[src/rtl/blk_f3a87d.sv]
// blk_f3a87d: producer side of the OCI data-capture-trace interface.
// Packs 2-bit trace symbols LSB-first into 30-bit words. Words leave through a
// valid/ready output register. The block also sequences the end-of-test flags.
// Optional feature macro: LEMONDE_STREIT_OCI_DCT_PARITY_EN adds the registered
// dct_parity output, which is the XOR of the outgoing word.
//
// state  | meaning
// RUN    | accepting symbols, flush on request
// ENDING | no new symbols, draining accumulator and output word
// ENDED  | everything drained, sticky until reset
module blk_f3a87d #(
    parameter int MAX_SYMS = 15
) (
    input  logic        clk,
    input  logic        reset,
    input  logic        sym_valid,
    input  logic [1:0]  sym_data,
    output logic        sym_ready,
    input  logic        flush,
    input  logic        end_req,
    output logic        dct_valid,
    input  logic        dct_ready,
    output logic [29:0] dct_buffer,
    output logic [3:0]  dct_count,
    output logic        test_ending,
    output logic        test_has_ended
`ifdef LEMONDE_STREIT_OCI_DCT_PARITY_EN
    ,
    output logic        dct_parity
`endif
);

    localparam logic [1:0] RUN    = 2'd0;
    localparam logic [1:0] ENDING = 2'd1;
    localparam logic [1:0] ENDED  = 2'd2;

    localparam logic [3:0] MAX_CNT = 4'(MAX_SYMS);

    logic [1:0]  state_q, state_d;
    logic [29:0] acc_buf_q, acc_buf_d;
    logic [3:0]  acc_cnt_q, acc_cnt_d;
    logic        flush_pend_q, flush_pend_d;
    logic        out_valid_q, out_valid_d;
    logic [29:0] out_buf_q, out_buf_d;
    logic [3:0]  out_cnt_q, out_cnt_d;
    logic        out_par_q, out_par_d;

    logic        accept;
    logic        out_free;
    logic        flush_any;
    logic        transfer;
    logic [29:0] sym_shift;
    logic [29:0] new_buf;
    logic [3:0]  new_cnt;

    // Symbols are refused during reset, outside RUN, or while the accumulator is full.
    assign sym_ready = !reset && (state_q == RUN) && (acc_cnt_q < MAX_CNT);

    // Accumulate this cycle's symbol and decide whether the word moves to the output register.
    always_comb begin
        accept    = sym_valid && sym_ready;
        out_free  = !out_valid_q || dct_ready;
        sym_shift = 30'(sym_data) << {acc_cnt_q, 1'b0};
        new_buf   = accept ? (acc_buf_q | sym_shift) : acc_buf_q;
        new_cnt   = acc_cnt_q + {3'b000, accept};
        // ENDING behaves as a permanently pending flush.
        flush_any = (flush && (state_q == RUN)) || flush_pend_q || (state_q == ENDING);
        transfer  = out_free && ((new_cnt == MAX_CNT) || (flush_any && (new_cnt != 4'd0)));
    end

    // Next-state for the accumulator, the pending flush and the output word.
    always_comb begin
        acc_buf_d    = new_buf;
        acc_cnt_d    = new_cnt;
        flush_pend_d = flush_pend_q;
        out_valid_d  = out_valid_q;
        out_buf_d    = out_buf_q;
        out_cnt_d    = out_cnt_q;
        out_par_d    = out_par_q;
        if (transfer) begin
            acc_buf_d    = 30'd0;
            acc_cnt_d    = 4'd0;
            flush_pend_d = 1'b0;
            out_valid_d  = 1'b1;
            out_buf_d    = new_buf;
            out_cnt_d    = new_cnt;
            out_par_d    = ^new_buf;
        end else begin
            // An empty flush is dropped; a blocked one waits for the output register.
            if (flush && (state_q == RUN) && (new_cnt != 4'd0)) begin
                flush_pend_d = 1'b1;
            end
            if (dct_ready) begin
                out_valid_d = 1'b0;
            end
        end
    end

    // End-of-test sequencing; ENDED is left only through reset.
    always_comb begin
        state_d = state_q;
        case (state_q)
            RUN: begin
                if (end_req) begin
                    // Nothing left to drain: finish immediately.
                    if ((new_cnt == 4'd0) && !flush_pend_q && out_free) begin
                        state_d = ENDED;
                    end else begin
                        state_d = ENDING;
                    end
                end
            end
            ENDING: begin
                if ((acc_cnt_q == 4'd0) && !flush_pend_q && out_free) begin
                    state_d = ENDED;
                end
            end
            ENDED:   state_d = ENDED;
            default: state_d = RUN;
        endcase
    end

    // State registers; reset throws away any partial or unconsumed word.
    always_ff @(posedge clk or posedge reset) begin
        if (reset) begin
            state_q      <= RUN;
            acc_buf_q    <= 30'd0;
            acc_cnt_q    <= 4'd0;
            flush_pend_q <= 1'b0;
            out_valid_q  <= 1'b0;
            out_buf_q    <= 30'd0;
            out_cnt_q    <= 4'd0;
            out_par_q    <= 1'b0;
        end else begin
            state_q      <= state_d;
            acc_buf_q    <= acc_buf_d;
            acc_cnt_q    <= acc_cnt_d;
            flush_pend_q <= flush_pend_d;
            out_valid_q  <= out_valid_d;
            out_buf_q    <= out_buf_d;
            out_cnt_q    <= out_cnt_d;
            out_par_q    <= out_par_d;
        end
    end

    assign dct_valid      = out_valid_q;
    assign dct_buffer     = out_buf_q;
    assign dct_count      = out_cnt_q;
    assign test_ending    = (state_q == ENDING);
    assign test_has_ended = (state_q == ENDED);

`ifdef LEMONDE_STREIT_OCI_DCT_PARITY_EN
    assign dct_parity = out_par_q;
`else
    logic unused_par;
    assign unused_par = out_par_q;
`endif

endmodule
[config.mk]
export PLATFORM = sky130hd
export DESIGN_NAME = blk_f3a87d
export DESIGN_NICKNAME = d
export VERILOG_FILES = /design/src/rtl/blk_f3a87d.sv
export SDC_FILE = /design/constraint.sdc
export NUM_CORES = 1
export LEC_CHECK = 0
export CELL_PAD_IN_SITES_DETAIL_PLACEMENT = 0
export CELL_PAD_IN_SITES_GLOBAL_PLACEMENT = 1
export CORE_UTILIZATION = 35
export CTS_CLUSTER_SIZE = 8
export DETAILED_ROUTE_END_ITERATION = 10
export PLACE_DENSITY = 0.76
export REMOVE_ABC_BUFFERS = 1
export SETUP_SLACK_MARGIN = 0.05
export SYNTH_ARGS = -nofsm -noshare
export SYNTH_HDL_FRONTEND = slang
export SYNTH_SLANG_ARGS = --single-unit
[constraint.sdc]
create_clock -name clk -period 3.8 [get_ports clk]
set_input_delay 0.38 -clock clk [delete_from_list [all_inputs] [get_ports clk]]
set_output_delay 0.38 -clock clk [all_outputs]
set_load 0.01 [all_outputs]
Yosys cells after proc, flatten, opt, wreduce, memory -nomap -nowiden

Index checks and enable logic that the tools add are counted.

Input port bits: 8
Word-level logic and storage cells: 52
Flip-flop bits (word level): 72

Reduce and logical (&&, ||, !) cells: 25
Equal/unequal tests: 5
Shift operators: 1
Magnitude comparators: 1
Mux-type cells: 11
Add/sub/neg operators: 1
Bitwise gates (word level): 1

Operators by type and width:

| operator             | count |
|---|---|
| $mux W30             | 2 |
| $or A30 B30 Y30      | 1 |
| $shl A2 B5 Y30       | 1 |
| $logic_and A1 B1 Y1  | 11 |
| $logic_not A4 Y1     | 2 |
| $mux W2              | 3 |
| $pmux W2 S3          | 1 |
| $add A4 B1 Y4        | 1 |
| $eq A4 B4 Y1 const B | 1 |
| $logic_or A1 B1 Y1   | 4 |
| $lt A4 B4 Y1 const B | 1 |
| $mux W1              | 4 |
| $mux W4              | 1 |
| $reduce_bool A2 Y1   | 2 |
| $reduce_bool A4 Y1   | 1 |
| $logic_not A1 Y1     | 3 |
| $eq A2 B1 Y1 const B | 1 |
| $eq A2 B2 Y1 const B | 1 |
| $logic_not A2 Y1     | 1 |
| $ne A2 B1 Y1 const B | 1 |
| $ne A2 B2 Y1 const B | 1 |
| $reduce_and A2 Y1    | 1 |

Depth between registers and ports, before layout

Gate-level depths: netlist of run 1.

Depth in word-level cells: 11
Depth in mapped cells: 14
Depth with buffers taken out: 11

Worst setup path after synthesis of run 1

Ideal clock, no wire load.

Path type: reg-to-reg
From: reg state_q[0]
To: reg out_buf_q[0], in the netlist dct_buffer[0]
Arrival: 2.582 ns
Path buffers: 2
Stages on the path, launching flop included: 14
Period minus slack after synthesis: 2.707 ns
Slack: 1.093 ns
Required time: 3.675 ns
Path through: dfrtp_1 inv_1 ha_1 nor2b_1 and3_1 ha_1 ha_1 xor2_2 nand2_1 o21ai_1 o211a_1 buf_6 buf_8 mux2_4

Longest elaborated chain between the ends: 9
Elaborated cells between the ends (all ways): 15
Those cells by class: add/sub (1); eq/ne (2); mux (1); reduce/logical (11)

RTL lines:

| item                              | RTL line | RTL |
|---|---|---|
| start, declared                   | 39       | `logic [1:0] state_q, state_d;` |
| start signal, assigned            | 135      | `state_q <= state_d;` |
| $logic_not A2 Y1                  | 57, 67   |  |
| $logic_and A1 B1 Y1 (2 in series) | 57       | `assign sym_ready = !reset && (state_q == RUN) && (acc_cnt_q < MAX_CNT);` |
| $logic_and A1 B1 Y1               | 61       | `accept = sym_valid && sym_ready;` |
| $add A4 B1 Y4                     | 65       | `new_cnt = acc_cnt_q + {3'b000, accept};` |
| $reduce_bool A4 Y1                | 68       | `transfer = out_free && ((new_cnt == MAX_CNT) \|\| (flush_any && (new_cnt != 4'd0)));` |
| $logic_and A1 B1 Y1               | 68       |  |
| $logic_or A1 B1 Y1                | 68       |  |
| $logic_and A1 B1 Y1               | 68       |  |
| end signal, assigned              | 140      | `out_buf_q <= out_buf_d;` |
| end, declared                     | 44       | `logic [29:0] out_buf_q, out_buf_d;` |

Parallel ways exist; a longest one is shown, timed or not.
A chain may end at the register's enable or synchronous reset.

Worst setup path after layout of run 1

From: reg state_q[1]
To: reg out_buf_q[6], in the netlist dct_buffer[6]

The elaborated chain is that of the path after synthesis.

==> results.md, run 1 <==
* TritonCTS Buffers at 9
* Top flip-flop cell by instance count after synthesis: dfrtp_1
* Number of max-capacitance violations reported at 0
* Die X-Extent at 96.8 um
* Level count of the clock H-tree at 3
* Arrival time of the worst setup path at 3.36 ns
* Drt first-iter violations at 91
* Min-delay worst type: in -> async
* Per-cell via count in the routed design at 4.62
* Type of element launching the critical path: register
* Setup crit end kind: register
* Async set-reset flop share out of synthesis at 100%
* Clock transition at path regs at 0.08 ns
* Critical path's top delay family: adder cells
* Fmax at 0.319 GHz
* Setup Fix Bufs, Post-CTS at 0
* Number of sinks on the clock net at 72
* Drc violations at 0
* Total I/O pin count at 46
* Routed len/inst at 14.0 um
* Number of hold violations in the final report at 0
* Endpoint required time on the critical path at 4.02 ns
* Final setup viols at 0
* Final worst clock skew at 0.00888 ns
* Total congestion overflow after global routing at 0
* Mean area per synthesized cell at 11.8 sq um
* Most common cell on crit path: ha_1
* RePlAce Congestion at 0.789
* Number of port buffers at 45
* Worst setup timing slack at the placement stage at 0.680 ns
* Critical path class: reg -> reg
* Antenna Diode Count at 0
* Routed wire length at 5970 um
* Share of the synthesized area in the top cell type at 57.3%
* Number of nets in the finished design at 328
* Count of flip-flops with a built-in enable after synthesis at 0
* Number of standard cells after synthesis at 266
* Number of warnings issued by yosys at 0
* Dominant cells by area after synthesis: dfrtp_1, mux2i_1, mux2_4, nor2_1, a21oi_1
* RSZ-0062 raised after global routing: no
* DRT Pass-1 Iters at 4
* Reg2Reg Setup Slack at 0.66 ns
* Power per Cell Area at 650 mW/mm^2
* Number of buffers on the longest clock path at 2
* Area Overhead vs Synth at 24.2%
* Die outline area at 0.00936 sq mm
* Total standard cell area after synthesis at 0.00314 sq mm
* Half-perimeter wire length of the detailed placement result at 4050 um
* Row count at 34
* Top cell types by occurrence after synthesis: dfrtp_1, nor2_1, inv_1
* Maximum single-stage delay on the critical path at 0.41 ns
* Most common cell in the synthesized netlist: dfrtp_1
* Biggest area consumer among synthesized cells: dfrtp_1
* Worst-Skew Late Latency at 0.34 ns
* Slowest CP cell: dfrtp_1
* Fin crit period at 3.14 ns
* Aggregate negative setup slack at 0 ns
* Filler cell count at 812
* Worst-path maximum fanout at 15
* Die outline height at 96.8 um
* LEAKAGE at 1.83 nW
* Combined buffer and inverter count along the critical path at 2
* CTS tree: yes
* Seq/Total Area, Yosys at 57.3%
* Initial core utilization at 36.0%
* Beginning of the worst register-to-register path: state_q[1]
* Worst supply voltage drop on vdd at 417 uV
* Reg2reg path depth at 12
* Actual slew at the worst max-slew pin at 0.776 ns
* Antenna violations before repair at 0
* Final WS setup at 0.661 ns
* Run status: finished clean
* Core area at 0.00872 sq mm
* Number of buffers inserted by hold repair at cts at 0
* Total track usage at 13.8%
* Ratio of final minimum period to clock period at 82.6%
* Number of unique standard cell types used by synthesis at 35
* ANT nets after route at 0
* Flop and latch count out of synthesis at 72
* Remaining max-slew budget at the tightest pin at 48.1%
* Wire length of the first global-routing pass at 10300 um
* Total via count after detailed routing at 1967
* Root buffer selected by CTS: clkbuf_8
* Proportion of layout cells with a drive suffix above 1 at 11.6%
* Final max-slew violation count at 0
* Cells traversed along the worst timing path: inv_1 > ha_1 > nor2b_1 > and3_1 > ha_1 > ha_1 > xor2_2 > nand2_1 > o21ai_1 > o211a_2 > buf_4 > mux2_4
* Maximum number of pins on one net before global-route repair at 44
* Post-CTS resize count at 0
* End of the worst register-to-register path: dct_buffer[6]
* Vias in the first global route at 1978
layer usage:
layer	up-vias	wire length [um]	track usage, %
li1	962	-	-
met1	957	3070	20.8
met2	44	2600	19.0
met3	4	242	4.62
met4	0	57	3.79
met5	-	0	0
through the flow:
stage	hold slack (ns)	area, sq um	cells	power (mW)	utilization, %
2_1_floorplan	0.449	3030	253	1.52	-
3_3_place_gp	0.461	3660	411	1.81	42.0
3_5_place_dp	0.470	3660	411	1.82	42.0
4_1_cts	0.412	3910	426	2.56	44.8
5_1_grt	0.454	3910	426	2.67	44.8
6_report	0.397	3910	426	2.54	44.8
how the worst max path moves through the flow:
stage	start	to	depth (start not counted)
after detailed placement	reset	dct_buffer[7]	11
after floorplan	state_q[0]	dct_buffer[0]	11
after global routing	state_q[1]	dct_buffer[4]	12
final	state_q[1]	dct_buffer[6]	12
after CTS	state_q[1]	dct_count[1]	12
after global placement	reset	dct_buffer[3]	11
cell families after synthesis:
kind of cell	share of synthesized area, %
and+or+nand+nor	11.1
adders and majority gates	2.39
xor gates and xnor gates	1.39
AOI/OAI and AO/OA	8.00
DFF	57.3
muxes	12.9
buffers and inverters	6.93
worst reg2reg max path: cells and delay by family, from the launching register on:
| kind | cells | cell delay (ns) |
|---|---|---|
| fa+ha+maj | 3 | 0.66 |
| simple gates | 3 | 0.53 |
| compound gates | 2 | 0.46 |
| flops | 1 | 0.41 |
| buf+inv | 2 | 0.39 |
| mux | 1 | 0.33 |
| xor+xnor | 1 | 0.24 |
power breakdown:
part           leakage, nW  internal, mW  switching [mW]
clock                0.115         0.450           0.280
combinational        0.728         0.415           0.452
sequential           0.992         0.868          0.0719
area by class of cell:
cell class | count | area (sq um) | share of cell area, %
sequential | 72 | 1800 | 46.1
multi-input combinational | 154 | 1120 | 28.8
inverter | 27 | 101 | 2.60
clock inverter | 5 | 105 | 2.69
timing repair buffer | 50 | 500 | 12.8
clock buffer | 10 | 138 | 3.52
tap | 108 | 135 | 3.46
flip-flops by register name, summed over array words and instances (netlist names):
| signal | flops |
|---|---|
| acc_buf_q | 30 |
| dct_buffer | 30 |
| acc_cnt_q | 4 |
| dct_count | 4 |
| state_q | 2 |
| dct_valid | 1 |
| flush_pend_q | 1 |
cells in the final DEF (no fill, tap or decap), types with 2 or more instances in the layout:
| cell | synthesis | layout |
|---|---|---|
| dfrtp_1 | 72 | 72 |
| clkdlybuf4s50_1 | 0 | 45 |
| nor2_1 | 34 | 34 |
| inv_1 | 27 | 26 |
| mux2i_1 | 24 | 24 |
| a21oi_1 | 22 | 22 |
| and2_1 | 13 | 13 |
| mux2_4 | 11 | 11 |
| clkbuf_8 | 0 | 10 |
| a21o_1 | 8 | 8 |
| ha_1 | 6 | 6 |
| nand2_1 | 5 | 5 |
| nor2b_1 | 5 | 5 |
| buf_4 | 2 | 4 |
| nand2b_1 | 3 | 3 |
| nand4_1 | 3 | 3 |
| nor3_1 | 3 | 3 |
| bufinv_16 | 0 | 3 |
| o21ai_0 | 2 | 2 |
| clkinvlp_4 | 0 | 2 |
(Power assumes the default switching activity.)
==> inputs of run 2 (changes only) <==
clock period = 2.9 ns   (was 3.8 ns; I/O delays follow)
==> results.md, run 2 (same netlist as run 1, synthesis figures left out) <==
* Run status: finished clean
* Slowest CP cell: dfrtp_1
* Critical path's top delay family: adder cells
* Antenna violations before repair at 0 (unchanged)
* Final max-slew violation count at 0 (unchanged)
* Drc violations at 0 (unchanged)
* Routed wire length at 6080 um (+1.8%)
* Ratio of final minimum period to clock period at 92.3% (+9.7 points)
* Worst supply voltage drop on vdd at 429 uV (+2.9%)
* Antenna Diode Count at 0 (unchanged)
* Final WS setup at 0.222 ns (-0.439 ns)
* Total congestion overflow after global routing at 0 (unchanged)
* Die outline area at 0.00936 sq mm (unchanged)
* Setup crit end kind: register
* Maximum single-stage delay on the critical path at 0.42 ns (about the same)
* Row count at 34 (unchanged)
* Critical path class: reg -> reg
* Core area at 0.00872 sq mm (unchanged)
* Combined buffer and inverter count along the critical path at 3 (+1)
* Worst-Skew Late Latency at 0.34 ns (about the same)
* Number of port buffers at 45 (unchanged)
* Most common cell after layout, fill and taps aside: dfrtp_1
* Die X-Extent at 96.8 um (unchanged)
* Hold Slack at 0.461 ns (+0.0635 ns)
* Aggregate negative setup slack at 0 ns (unchanged)
* Filler cell count at 815 (+0.37%)
* Final setup viols at 0 (unchanged)
* Area Overhead vs Synth at 26.8%
* Routed len/inst at 13.9 um (-0.98%)
* RSZ-0062 raised after global routing: yes
* Post-Layout Inst Area at 0.00399 sq mm (+2.1%)
* Root buffer selected by CTS: clkbuf_8
* Number of hold violations in the final report at 0 (unchanged)
* Filler-free cell count of the finished design at 438 (+2.8%)
* Total track usage at 13.7% (-0.13 points)
* Instance count after placement with tap cells included at 419 (+1.9%)
* Top library cells by usage in the layout, fill and taps aside: dfrtp_1, clkdlybuf4s50_1, nor2_1
* Die outline height at 96.8 um (unchanged)
* ANT nets after route at 0 (unchanged)
* Number of max-capacitance violations reported at 0 (unchanged)
* Number of buffers on the longest clock path at 2 (unchanged)
* Min-delay worst type: in -> async
* Number of nets in the finished design at 340 (+3.7%)
* Fmax at 0.373 GHz (+17%)
* Area of placed instances at 0.00375 sq mm (+2.3%)
* Final worst clock skew at 0.00887 ns (-0.00000788 ns)
* Level count of the clock H-tree at 3 (unchanged)
* Endpoint required time on the critical path at 3.15 ns (-0.87 ns)
* Number of sinks on the clock net at 72 (unchanged)
* LEAKAGE at 1.89 nW (+3.2%)
* Maximum number of pins on one net before global-route repair at 42 (-4.5%)
* Half-perimeter wire length of the detailed placement result at 4110 um (+1.4%)
* Drt first-iter violations at 77 (-15%)
* Per-cell via count in the routed design at 4.61 (-0.12%)
* Type of element launching the critical path: register
* DRT Pass-1 Iters at 5 (+1)
* Wire length of the first global-routing pass at 10000 um (-2.5%)
* Total via count after detailed routing at 2020 (+2.7%)
* Vias in the first global route at 2017 (+2.0%)
* Remaining max-slew budget at the tightest pin at 47.3% (-0.88 points)
* Proportion of layout cells with a drive suffix above 1 at 15.5% (+3.8 points)
* Worst-path maximum fanout at 15 (unchanged)
* Arrival time of the worst setup path at 2.93 ns (-0.43 ns)
* Power per Cell Area at 820 mW/mm^2 (+26%)
* Worst setup timing slack at the placement stage at 0.0667 ns (-0.614 ns)
* Initial core utilization at 36.0% (unchanged)
* RePlAce Congestion at 0.765 (-3.0%)
* Clock transition at path regs at 0.08 ns (about the same)
* Cells traversed along the worst timing path: inv_1 > ha_1 > nor2b_4 > and3_1 > ha_1 > ha_2 > xor2_2 > nor2_1 > a21oi_2 > o211a_4 > buf_12 > buf_12 > mux2i_1
* Fin crit period at 2.68 ns (-0.461 ns)
* TritonCTS Buffers at 9 (unchanged)
* Actual slew at the worst max-slew pin at 0.789 ns (+0.0131 ns)
* Total I/O pin count at 46 (unchanged)
* Number of buffers inserted by hold repair at cts at 0 (unchanged)
* CTS tree: yes
==> run 2: cell count changes in the layout (fill, tap and decap cells not counted), sizes merged <==
cell and delta:
buf +12, clkinv +3, bufinv -2, clkinvlp -2
clkbuf +1
==> run 2: cell type report <==
cell class                      count  area [sq um]  share of cell area, %
Sequential cell                    72          1800                   45.2
Multi-Input combinational cell    154          1140                   28.7
Timing Repair Buffer               62           616                   15.4
Clock buffer                       11           141                   3.55
Tap cell                          108           135                   3.39
Inverter                           27           101                   2.54
Clock inverter                      4          45.0                   1.13
==> run 2: worst paths after layout <==
kind	startpoint	to	slack (ns)	cells after the start
setup / recovery	state_q[0]	dct_buffer[17]	0.22	13
hold / removal	reset	state_q[1]	0.46	2
setup reg to reg	state_q[0]	dct_buffer[17]	0.22	13
hold reg to reg	acc_buf_q[21]	acc_buf_q[21]	0.48	2
max in group asynchronous	reset	dct_buffer[0]	1.78	3
min in group clk	acc_buf_q[21]	acc_buf_q[21]	0.48	2
==> run 2: timing repair <==
item	CTS	global route
pin swaps	0	1
setup endpoints to repair	1	45
resized for setup	1	4
setup buffers	0	4
gates cloned	0	0
==> run 2: metal layers <==
| metal | vias to the layer above | global-route usage (%) | wire, um |
|---|---|---|---|
| li1 | 986 | - | - |
| met1 | 992 | 18.9 | 3030 |
| met2 | 38 | 20.6 | 2780 |
| met3 | 4 | 4.05 | 206 |
| met4 | 0 | 4.82 | 64 |
| met5 | - | 0 | 0 |
==> run 2: power breakdown <==
part	leakage, nW	internal [mW]	switching, mW
Combinational	0.802	0.663	0.627
Clock	0.0989	0.412	0.345
Sequential	0.992	1.14	0.0853
==> run 2: metrics by stage <==
stage	utilization (%)	total power, mW
2_1_floorplan	-	2.00
6_report	45.7	3.27
5_1_grt	45.7	3.46
3_3_place_gp	43.0	2.45
3_5_place_dp	43.0	2.46
4_1_cts	45.1	3.24
